`src/rtl/mult_share_arbiter.sv`:
```
// Shares one pipelined multiplier among N_REQ requesters and returns each product tagged with its requester ID.
// Build macro MUL_ARB_FIXED_PRIO_EN selects fixed lowest-index priority; undefined gives round-robin.
module mult_share_arbiter #(
   parameter int N_REQ       = 4,
   parameter int DATA_W      = 8,
   parameter int MUL_LATENCY = 4,
   localparam int ID_W       = (N_REQ > 1) ? $clog2(N_REQ) : 1,
   localparam int P_W        = 2 * DATA_W
) (
   input  logic                    clk,
   input  logic                    rst_n,
   input  logic [N_REQ-1:0]        req,
   input  logic [N_REQ*DATA_W-1:0] a_flat,
   input  logic [N_REQ*DATA_W-1:0] b_flat,
   output logic [N_REQ-1:0]        grant,
   output logic [DATA_W-1:0]       mul_a,
   output logic [DATA_W-1:0]       mul_b,
   input  logic [P_W-1:0]          mul_product,
   output logic                    rsp_valid,
   output logic [ID_W-1:0]         rsp_id,
   output logic [P_W-1:0]          rsp_product,
   output logic                    busy
);
   typedef struct packed {
      logic            valid;
      logic [ID_W-1:0] id;
   } tag_t;

   logic [DATA_W-1:0] w_a_arr [N_REQ];
   logic [DATA_W-1:0] w_b_arr [N_REQ];
   logic              w_any;
   logic [ID_W-1:0]   w_win;
   logic              w_tag_busy;

   logic [N_REQ-1:0]  r_grant;
   logic [DATA_W-1:0] r_mul_a;
   logic [DATA_W-1:0] r_mul_b;
   tag_t              r_issue;
   tag_t              r_tag [MUL_LATENCY];
   logic              r_rsp_valid;
   logic [ID_W-1:0]   r_rsp_id;
   logic [P_W-1:0]    r_rsp_product;

   genvar gi;
   generate
      for (gi = 0; gi < N_REQ; gi++) begin : g_unpack
         assign w_a_arr[gi] = a_flat[gi*DATA_W +: DATA_W];
         assign w_b_arr[gi] = b_flat[gi*DATA_W +: DATA_W];
      end
   endgenerate

   assign w_any = |req;

`ifdef MUL_ARB_FIXED_PRIO_EN
   always_comb begin
      w_win = '0;
      for (int i = N_REQ - 1; i >= 0; i--) begin
         if (req[i]) w_win = ID_W'(i);
      end
   end
`else
   logic [ID_W-1:0] r_ptr;
   logic [ID_W:0]   w_idx;

   // Scan from farthest to nearest so the first requester after r_ptr wins.
   always_comb begin
      w_win = '0;
      w_idx = '0;
      for (int k = N_REQ; k >= 1; k--) begin
         w_idx = {1'b0, r_ptr} + (ID_W+1)'(k);
         if (w_idx >= (ID_W+1)'(N_REQ)) w_idx = w_idx - (ID_W+1)'(N_REQ);
         if (req[w_idx[ID_W-1:0]]) w_win = w_idx[ID_W-1:0];
      end
   end
`endif

   // r_issue rides alongside mul_a/mul_b; r_tag then tracks the multiplier latency.
   always_ff @(posedge clk or negedge rst_n) begin
      if (!rst_n) begin
         r_grant       <= '0;
         r_mul_a       <= '0;
         r_mul_b       <= '0;
         r_issue       <= '0;
         for (int k = 0; k < MUL_LATENCY; k++) r_tag[k] <= '0;
         r_rsp_valid   <= 1'b0;
         r_rsp_id      <= '0;
         r_rsp_product <= '0;
`ifndef MUL_ARB_FIXED_PRIO_EN
         r_ptr         <= ID_W'(N_REQ - 1);
`endif
      end else begin
         if (w_any) begin
            r_grant <= N_REQ'(1) << w_win;
            r_mul_a <= w_a_arr[w_win];
            r_mul_b <= w_b_arr[w_win];
            r_issue <= {1'b1, w_win};
`ifndef MUL_ARB_FIXED_PRIO_EN
            r_ptr   <= w_win;
`endif
         end else begin
            r_grant       <= '0;
            r_issue.valid <= 1'b0;
         end
         r_tag[0] <= r_issue;
         for (int k = 1; k < MUL_LATENCY; k++) r_tag[k] <= r_tag[k-1];
         r_rsp_valid <= r_tag[MUL_LATENCY-1].valid;
         r_rsp_id    <= r_tag[MUL_LATENCY-1].id;
         if (r_tag[MUL_LATENCY-1].valid) r_rsp_product <= mul_product;
      end
   end

   always_comb begin
      w_tag_busy = r_issue.valid;
      for (int k = 0; k < MUL_LATENCY; k++) w_tag_busy = w_tag_busy | r_tag[k].valid;
   end

   assign grant       = r_grant;
   assign mul_a       = r_mul_a;
   assign mul_b       = r_mul_b;
   assign rsp_valid   = r_rsp_valid;
   assign rsp_id      = r_rsp_id;
   assign rsp_product = r_rsp_product;
   assign busy        = w_tag_busy | r_rsp_valid;
endmodule

```
`config.mk`:
```
export PLATFORM = sky130hd
export DESIGN_NAME = mult_share_arbiter
export DESIGN_NICKNAME = d
export VERILOG_FILES = /design/src/rtl/mult_share_arbiter.sv
export SDC_FILE = /design/constraint.sdc
export NUM_CORES = 1
export LEC_CHECK = 0
export ABC_CLOCK_PERIOD_IN_PS = 2400
export BUFFER_PORTS_ARGS = -buffer_cell sky130_fd_sc_hd__buf_2
export CORE_MARGIN = 4
export CORE_UTILIZATION = 45
export DETAILED_ROUTE_END_ITERATION = 12
export GPL_TIMING_DRIVEN = 0
export PLACE_DENSITY = 0.79
export SETUP_SLACK_MARGIN = 0.02
export SLEW_MARGIN = 40
export SYNTH_ARGS = -nofsm -noshare
export SYNTH_HDL_FRONTEND = slang
export SYNTH_SLANG_ARGS = --single-unit
```
`constraint.sdc`:
```
create_clock -name clk -period 2.4 [get_ports clk]
set_input_delay 0.48 -clock clk [delete_from_list [all_inputs] [get_ports clk]]
set_output_delay 0.48 -clock clk [all_outputs]
set_load 0.1 [all_outputs]
```
### After elaboration in Yosys (flattened, before gate mapping)

Index checks and enable logic that the tools add are counted.

* add/sub/neg operators: 8
* $mul: 0
* div/mod/pow operators: 0
* $lt $le $gt $ge: 9
* equal/unequal tests: 0
* shift-type cells: 1
* mux-type cells: 24
* bitwise logic cells: 6
* reductions and logical operators: 1

Operators with widths (number)
* binary-select mux 8 bit (select 2 bit): 2
* 2-to-1 mux 8 bit: 4
* 2-to-1 mux 2 bit: 8
* >= comparator 3 bit, second input constant: 5
* less-than comparator 2 x 3 -> 1 bit, second input constant: 4
* binary-select mux 1 bit (select 2 bit): 4
* subtractor 2 x 1 -> 2 bit, second input constant: 4
* adder 2 x 2 -> 3 bit, second input constant: 2
* 2-to-1 mux 1 bit: 5
* OR 1 bit: 5
* 2-to-1 mux 4 bit: 1
* OR reduction 4 bit: 1
* left shift 1 x 2 -> 4 bit, first input constant: 1
* adder 2 x 1 -> 3 bit, second input constant: 1
* adder 2 x 3 -> 3 bit, second input constant: 1
* inverter 2 -> 3 bit: 1

* register bits: 56
* bits in latches: 0
* memory bits (writable): 0
* ROM bits: 0
* output and inout bits: 40
* logic and storage cells: 66
* memories: 0

### Depth between registers and ports, before layout

Gate-level depths: netlist of run 1.

* word-level depth: 13
* mapped depth: 7

### Worst setup path before layout of run 1

OpenSTA, ideal clock, no wires.

* path kind: register -> output
* start: register r_tag[2] (netlist name)
* end: output port busy
* arrival time: 1.723 ns
* required time: 1.920 ns
* setup slack: 0.197 ns
* cell stages (with the launch flop): 5
* buffers on the path: 2
* cell sequence: dfrtp_1 -> clkbuf_1 -> clkbuf_1 -> nor4_1 -> nand2_1

* cells in the longest elaborated chain, start to end: 2

RTL lines
* from (decl): line 39 `tag_t r_tag [MUL_LATENCY];`
* OR 1 bit: line 114 `for (int k = 0; k < MUL_LATENCY; k++) w_tag_busy = w_tag_busy | r_tag[k].valid;`
* OR 1 bit: line 123 `assign busy = w_tag_busy | r_rsp_valid;`
* to (decl): line 22 `output logic busy`

No other way between the ends.

### Worst setup path after layout of run 1

Ends and elaborated chain as after synthesis.

==> flow_summary_export.csv, run 1 <==
group,metric,value,unit
run_status,status,"complete, no violations",
critical_path,cp-start-kind,"flip-flop",
yosys,syn_nets,265,
floorplan,die_x,81.9,um
power_and_ir_drop,power.total,0.00342,W
yosys,synthTopCellsByArea,"dfrtp_1, mux2i_1, mux2_2",
critical_path,r2r-end,"mul_b[4]$_DFFE_PN0P_",
floorplan,placeableCoreArea,5200,um2
clock_tree,cts_tree,"done",
clock_tree,insertion_delay,0.30,ns
floorplan,die-area,6700,um2
global_routing,grt_pass1_vias,1964,
floorplan,ios,126,
yosys,synth_top_area_share,55.0,%
global_routing,use_met3,4.61,%
layout,drive_gt1_share,54.8,%
yosys,avgSynthCellArea,13.7,um2
yosys,synth_cell_type_count,27,
sta,relSlewSlack,51.1,%
global_routing,grt-ovfl-total,0,
routing,first_pass_iters,4,
routing,ant_nets,0,
place,io_buffers,125,
yosys,yosysSeqAreaShare,57.2,%
layout,fin_area,3260,um2
sta,setup_viol,0,
routing,drt_iter0_drc,23,
sta,finClkSkew,0.00445,ns
critical_path,path_class,"reg -> out",
clock_tree,hold_buffers,0,
global_routing,grt-busiest-layer,"met2",
routing,post-route-drc-count,0,
layout,final_common_cell,"buf_2",
sta,hold_viol_final,0,
yosys,yosysWarnings,0,
clock_tree,htree_levels,2,
power_and_ir_drop,p_comb_share,50.3,%
sta,fin_crit,2.21,ns
layout,syn_to_final_growth,32.8,%
routing,avgRoutedWirePerCell,15.0,um
global_routing,met1_usage,20.9,%
clock_tree,clockBufferDepth,2,
floorplan,floorplan.rows,26,
clock_tree,clock_sinks,56,
yosys,ys_ff_latch,56,
yosys,syn_area,2450,um2
place,placed_cell_area,3170,um2
power_and_ir_drop,switching_share,49.5,%
critical_path,crit_path_end_kind,"primary output",
sta,fin_crit_sh,92.2,%
clock_tree,clk_pin_slew,0.09,ns
clock_tree,numCtsBuffers,5,
floorplan,initial_utilization,47.2,%
power_and_ir_drop,irDropWorstVdd,0.572,mV
routing,post_drt_via_cell_ratio,5.01,
sta,rsz0062_at_grt,"no",
layout,instances_no_fill,382,
power_and_ir_drop,pwr_density_cell,1050,nW/um2
layout,final_cell_mix,"buf_2, dfrtp_1, mux2i_1",
yosys,netlist_instances,179,
routing,finalWirelength,5750,um
critical_path,ff2ff_path_depth,6,
critical_path,cp_data_arrival_time,1.73,ns
global_routing,met2_usage,33.2,%
power_and_ir_drop,sequentialPowerShare,35.5,%
yosys,synth_top_area_cell,"dfrtp_1",
place,gp_congestion,0.808,
critical_path,r2r-start,"r_ptr[0]$_DFFE_PN1P_",
power_and_ir_drop,power_leakage,1.63,nW
routing,num_vias,1912,
power_and_ir_drop,p_sw,0.00169,W
power_and_ir_drop,clock_power_share,14.3,%
sta,slew_violations,0,
layout,antennaDiodeCount,0,
global_routing,antenna_found_initial,0,
global_routing,grtUsageTotal,17.9,%
clock_tree,post-cts-setup-buffers,0,
clock_tree,cts_root_buf,"clkbuf_8",
flow_run,max-cap-violations,0,
global_routing,grt_first_pass_wirelength,9150,um
place,placed_cells,374,
layout,final_util,62.6,%
sta,tightestPinTransition,0.727,ns
global_routing,grt_start_max_net_pins,57,
power_and_ir_drop,internal_power,0.00173,W
place,hpwl,4490,um
sta,fin_tns_setup,0,ns
layout,final_nets,397,
critical_path,required,1.92,ns
floorplan,die_h,81.9,um
sta,fmax,452,MHz
critical_path,ff2ff_setup_slack,0.34,ns
critical_path,crit_fanout,10,
hold_path,holdCritPathClass,"in -> async",
==> registers in the layout, summed over array words and instances, names as in the netlist, 2 cells and up <==
signal	count
mul_b	8
rsp_id	2
grant	4
mul_a	8
r_ptr	2
r_tag	12
rsp_product	16
r_issue	3
==> worst max-delay path: stages (launching register included) <==
cell and delay (ns):
dfrtp_1 0.36, clkbuf_1 0.33, buf_2 0.31, nor4_1 0.08, nand2_1 0.07, buf_4 0.28
==> synth_stat cells <==
cell and instances:
a221oi_1 5, mux2i_1 33, mux2_2 16, buf_6 2, a21oi_1 3, dfstp_2 2
o21ai_1 1, buf_2 3, nor3_1 1, dfrtp_1 54, and2_1 2, inv_2 1
a221oi_2 11, nor2_1 20, a21boi_1 1, nor4_1 2, buf_12 2, inv_1 2
a31o_2 1, o221ai_2 1, o21ai_0 1, o22ai_1 1, nand2_1 4, a21o_1 3
nand2b_1 3, clkbuf_1 3, and2b_1 1
==> power by group through the flow <==
| stage | registers, W | logic, W | clock network, W |
|---|---|---|---|
| 6_report | 0.00121 | 0.00172 | 0.000488 |
| 5_1_grt | 0.00124 | 0.00179 | 0.000554 |
| 4_1_cts | 0.00122 | 0.00174 | 0.000507 |
| 3_5_place_dp | 0.00123 | 0.00174 | 0 |
| 3_3_place_gp | 0.00122 | 0.00172 | 0 |
| 2_1_floorplan | 0.00218 | 0.000440 | 0 |
==> worst max path at each step <==
stage,end,start
3_3_place_gp,mul_a[6]$_DFFE_PN0P_,req[1]
6_report,busy,r_tag[2]$_DFF_PN0_
3_5_place_dp,mul_a[2]$_DFFE_PN0P_,req[1]
5_1_grt,busy,r_tag[2]$_DFF_PN0_
2_1_floorplan,busy,r_tag[2]$_DFF_PN0_
4_1_cts,busy,r_tag[2]$_DFF_PN0_
==> cells by family (layout without fill, tap and decap cells) <==
logic type,after synthesis,count (layout),synth area share (%)
AOI/OAI and AO/OA,28,28,12.0
buffers and inverters,13,146,4.08
and+or+nand+nor,33,33,5.96
DFF,56,56,57.2
muxes,49,49,20.8
==> per-layer routing <==
metal	wire length, um	part of all wire [%]	vias up
met4	36	0.63	0
met1	2280	40	898
met3	552	9.6	6
met2	2870	50	92
met5	0	0	-
li1	-	-	916
==> metrics by stage <==
step                setup slack, ns  hold slack (ns)
floorplan                     0.197            0.184
finish                        0.187            0.206
detailed placement            0.133            0.335
CTS                          0.0262            0.234
global route                 0.0309            0.259
global placement              0.185            0.332
==> cell type report <==
type | instances | area [um2]
fill | 438 | 1950
inverter | 3 | 11.3
timing repair buffer | 125 | 631
tap | 70 | 87.6
clock buffer | 7 | 76.3
multi-input combinational | 110 | 951
sequential | 56 | 1400
clock inverter | 1 | 8.76
buffer | 10 | 90.1
==> timing repair <==
| item | CTS | global route |
|---|---|---|
| resized for setup | 1 | 3 |
| cloned | 0 | 0 |
| endpoints found under the setup margin | 1 | 1 |
No activity file was read; power rests on OpenSTA's default activity.
==> inputs of run 2 (changes only) <==
Settings changed: RECOVER_POWER from default to 50, SLEW_MARGIN 40 to 20.
==> flow_summary_export.csv, run 2 (synthesized netlist as in run 1, its figures left out) <==
group,metric,value,unit
global_routing,grt_first_pass_wirelength,9150,um
floorplan,initial_utilization,47.2,%
global_routing,antenna_found_initial,0,
flow_run,max-cap-violations,0,
layout,final_util,62.6,%
sta,setup_viol,0,
place,hpwl,4490,um
power_and_ir_drop,switching_share,49.5,%
layout,final_common_cell,"buf_2",
layout,drive_gt1_share,54.8,%
power_and_ir_drop,p_sw,0.00169,W
power_and_ir_drop,internal_power,0.00173,W
sta,rsz0062_at_grt,"no",
sta,timing.final.ws_setup,0.187,ns
critical_path,crit_fanout,10,
global_routing,grt_start_max_net_pins,57,
routing,post-route-drc-count,0,
routing,num_vias,1912,
clock_tree,cts_tree,"done",
place,placed_cells,374,
layout,antennaDiodeCount,0,
floorplan,die_x,81.9,um
critical_path,cp_slowest_cell,"dfrtp_1",
sta,fin_tns_setup,0,ns
floorplan,ios,126,
layout,instances_no_fill,382,
clock_tree,hold_buffers,0,
sta,fin_crit,2.21,ns
clock_tree,post-cts-setup-buffers,0,
place,place_ws,0.133,ns
routing,post_drt_via_cell_ratio,5.01,
sta,finClkSkew,0.00445,ns
sta,hold_viol_final,0,
global_routing,grt-ovfl-total,0,
layout,seqCellArea,1400,um2
critical_path,cp_data_arrival_time,1.73,ns
layout,multi_input_area,951,um2
critical_path,path_class,"reg -> out",
clock_tree,clock_sinks,56,
critical_path,crit_path_end_kind,"primary output",
critical_path,cpPeakStageDelay,0.36,ns
routing,avgRoutedWirePerCell,15.0,um
layout,final_nets,397,
power_and_ir_drop,sequentialPowerShare,35.5,%
place,gp_congestion,0.808,
layout,n_fill_cell,439,
sta,fin_crit_sh,92.2,%
hold_path,holdCritPathClass,"reg -> reg",
power_and_ir_drop,clock_power_share,14.3,%
global_routing,grtUsageTotal,17.9,%
power_and_ir_drop,p_comb_share,50.3,%
floorplan,placeableCoreArea,5200,um2
layout,largest_register_ffs,16,
layout,final_cell_mix,"buf_2, dfrtp_1, mux2i_1",
power_and_ir_drop,pwr_density_cell,1050,nW/um2
routing,ant_nets,0,
sta,fmax,452,MHz
routing,drt_iter0_drc,23,
global_routing,grt_pass1_vias,1964,
floorplan,floorplan.rows,26,
clock_tree,htree_levels,2,
routing,finalWirelength,5750,um
sta,slew_violations,0,
sta,tightestPinTransition,1.33,ns
critical_path,cp-start-kind,"flip-flop",
clock_tree,clk_pin_slew,0.09,ns
run_status,status,"complete, no violations",
clock_tree,cts_root_buf,"clkbuf_8",
clock_tree,numCtsBuffers,5,
sta,relSlewSlack,11.5,%
clock_tree,ctsResizeCount,1,
floorplan,die-area,6700,um2
critical_path,crit_chain,"clkbuf_1, buf_2, nor4_1, nand2_1, buf_4",
clock_tree,clockBufferDepth,2,
power_and_ir_drop,power_leakage,1.63,nW
floorplan,die_h,81.9,um
routing,first_pass_iters,4,
critical_path,required,1.92,ns
place,io_buffers,125,
clock_tree,insertion_delay,0.30,ns
power_and_ir_drop,irDropWorstVdd,0.572,mV
layout,syn_to_final_growth,32.7,%
-- run 2: metrics by stage --
step                area (um2)  total power, W  hold WS, ns
floorplan                 2450         0.00262        0.184
global placement          3170         0.00294        0.332
detailed placement        3170         0.00297        0.335
CTS                       3260         0.00346        0.234
global route              3260         0.00359        0.364
finish                    3260         0.00342        0.353
-- run 2: path summary, 6_finish.rpt --
| kind | start | endpoint | slack [ns] | depth (start not counted) |
|---|---|---|---|---|
| min in group asynchronous | rst_n | rsp_product[4]$_DFFE_PN0P_ | 0.46 | 1 |
| worst max-delay path | r_tag[2]$_DFF_PN0_ | busy | 0.19 | 5 |
| worst max register to register | r_ptr[0]$_DFFE_PN1P_ | mul_b[4]$_DFFE_PN0P_ | 0.34 | 6 |
| max in group asynchronous | rst_n | mul_b[2]$_DFFE_PN0P_ | 1.13 | 1 |
| worst min-delay path | r_tag[6]$_DFF_PN0_ | r_tag[3]$_DFF_PN0_ | 0.35 | 0 |
| worst min register to register | r_tag[6]$_DFF_PN0_ | r_tag[3]$_DFF_PN0_ | 0.35 | 0 |
-- run 2: critical path, delay by kind of cell, from the launching register on --
kind	cells	cell delay, ns
simple gates	2	0.15
flops	1	0.36
buf+inv	3	0.92
-- run 2: final cells by class --
type	count	area share, %
multi-input cells	110	29.2
flip-flops and latches	56	43.1
clock buffers	7	2.34
well taps	70	2.69
repair buffers	125	19.3
clock inverters	1	0.269
plain buffers	10	2.77
inverters	3	0.346
-- run 2: power by group through the flow --
stage	clock [W]	sequential (W)	combinational, W
after floorplan	0	0.00218	0.000440
after global placement	0	0.00122	0.00172
after detailed placement	0	0.00123	0.00174
after CTS	0.000507	0.00122	0.00174
after global routing	0.000554	0.00124	0.00179
final	0.000488	0.00121	0.00172
-- run 2: layer usage --
metal / part of all wire, % / global-route usage [%]
met1: 40 / 20.9
met2: 50 / 33.2
met3: 9.6 / 4.61
met4: 0.63 / 3.49
met5: 0 / 0
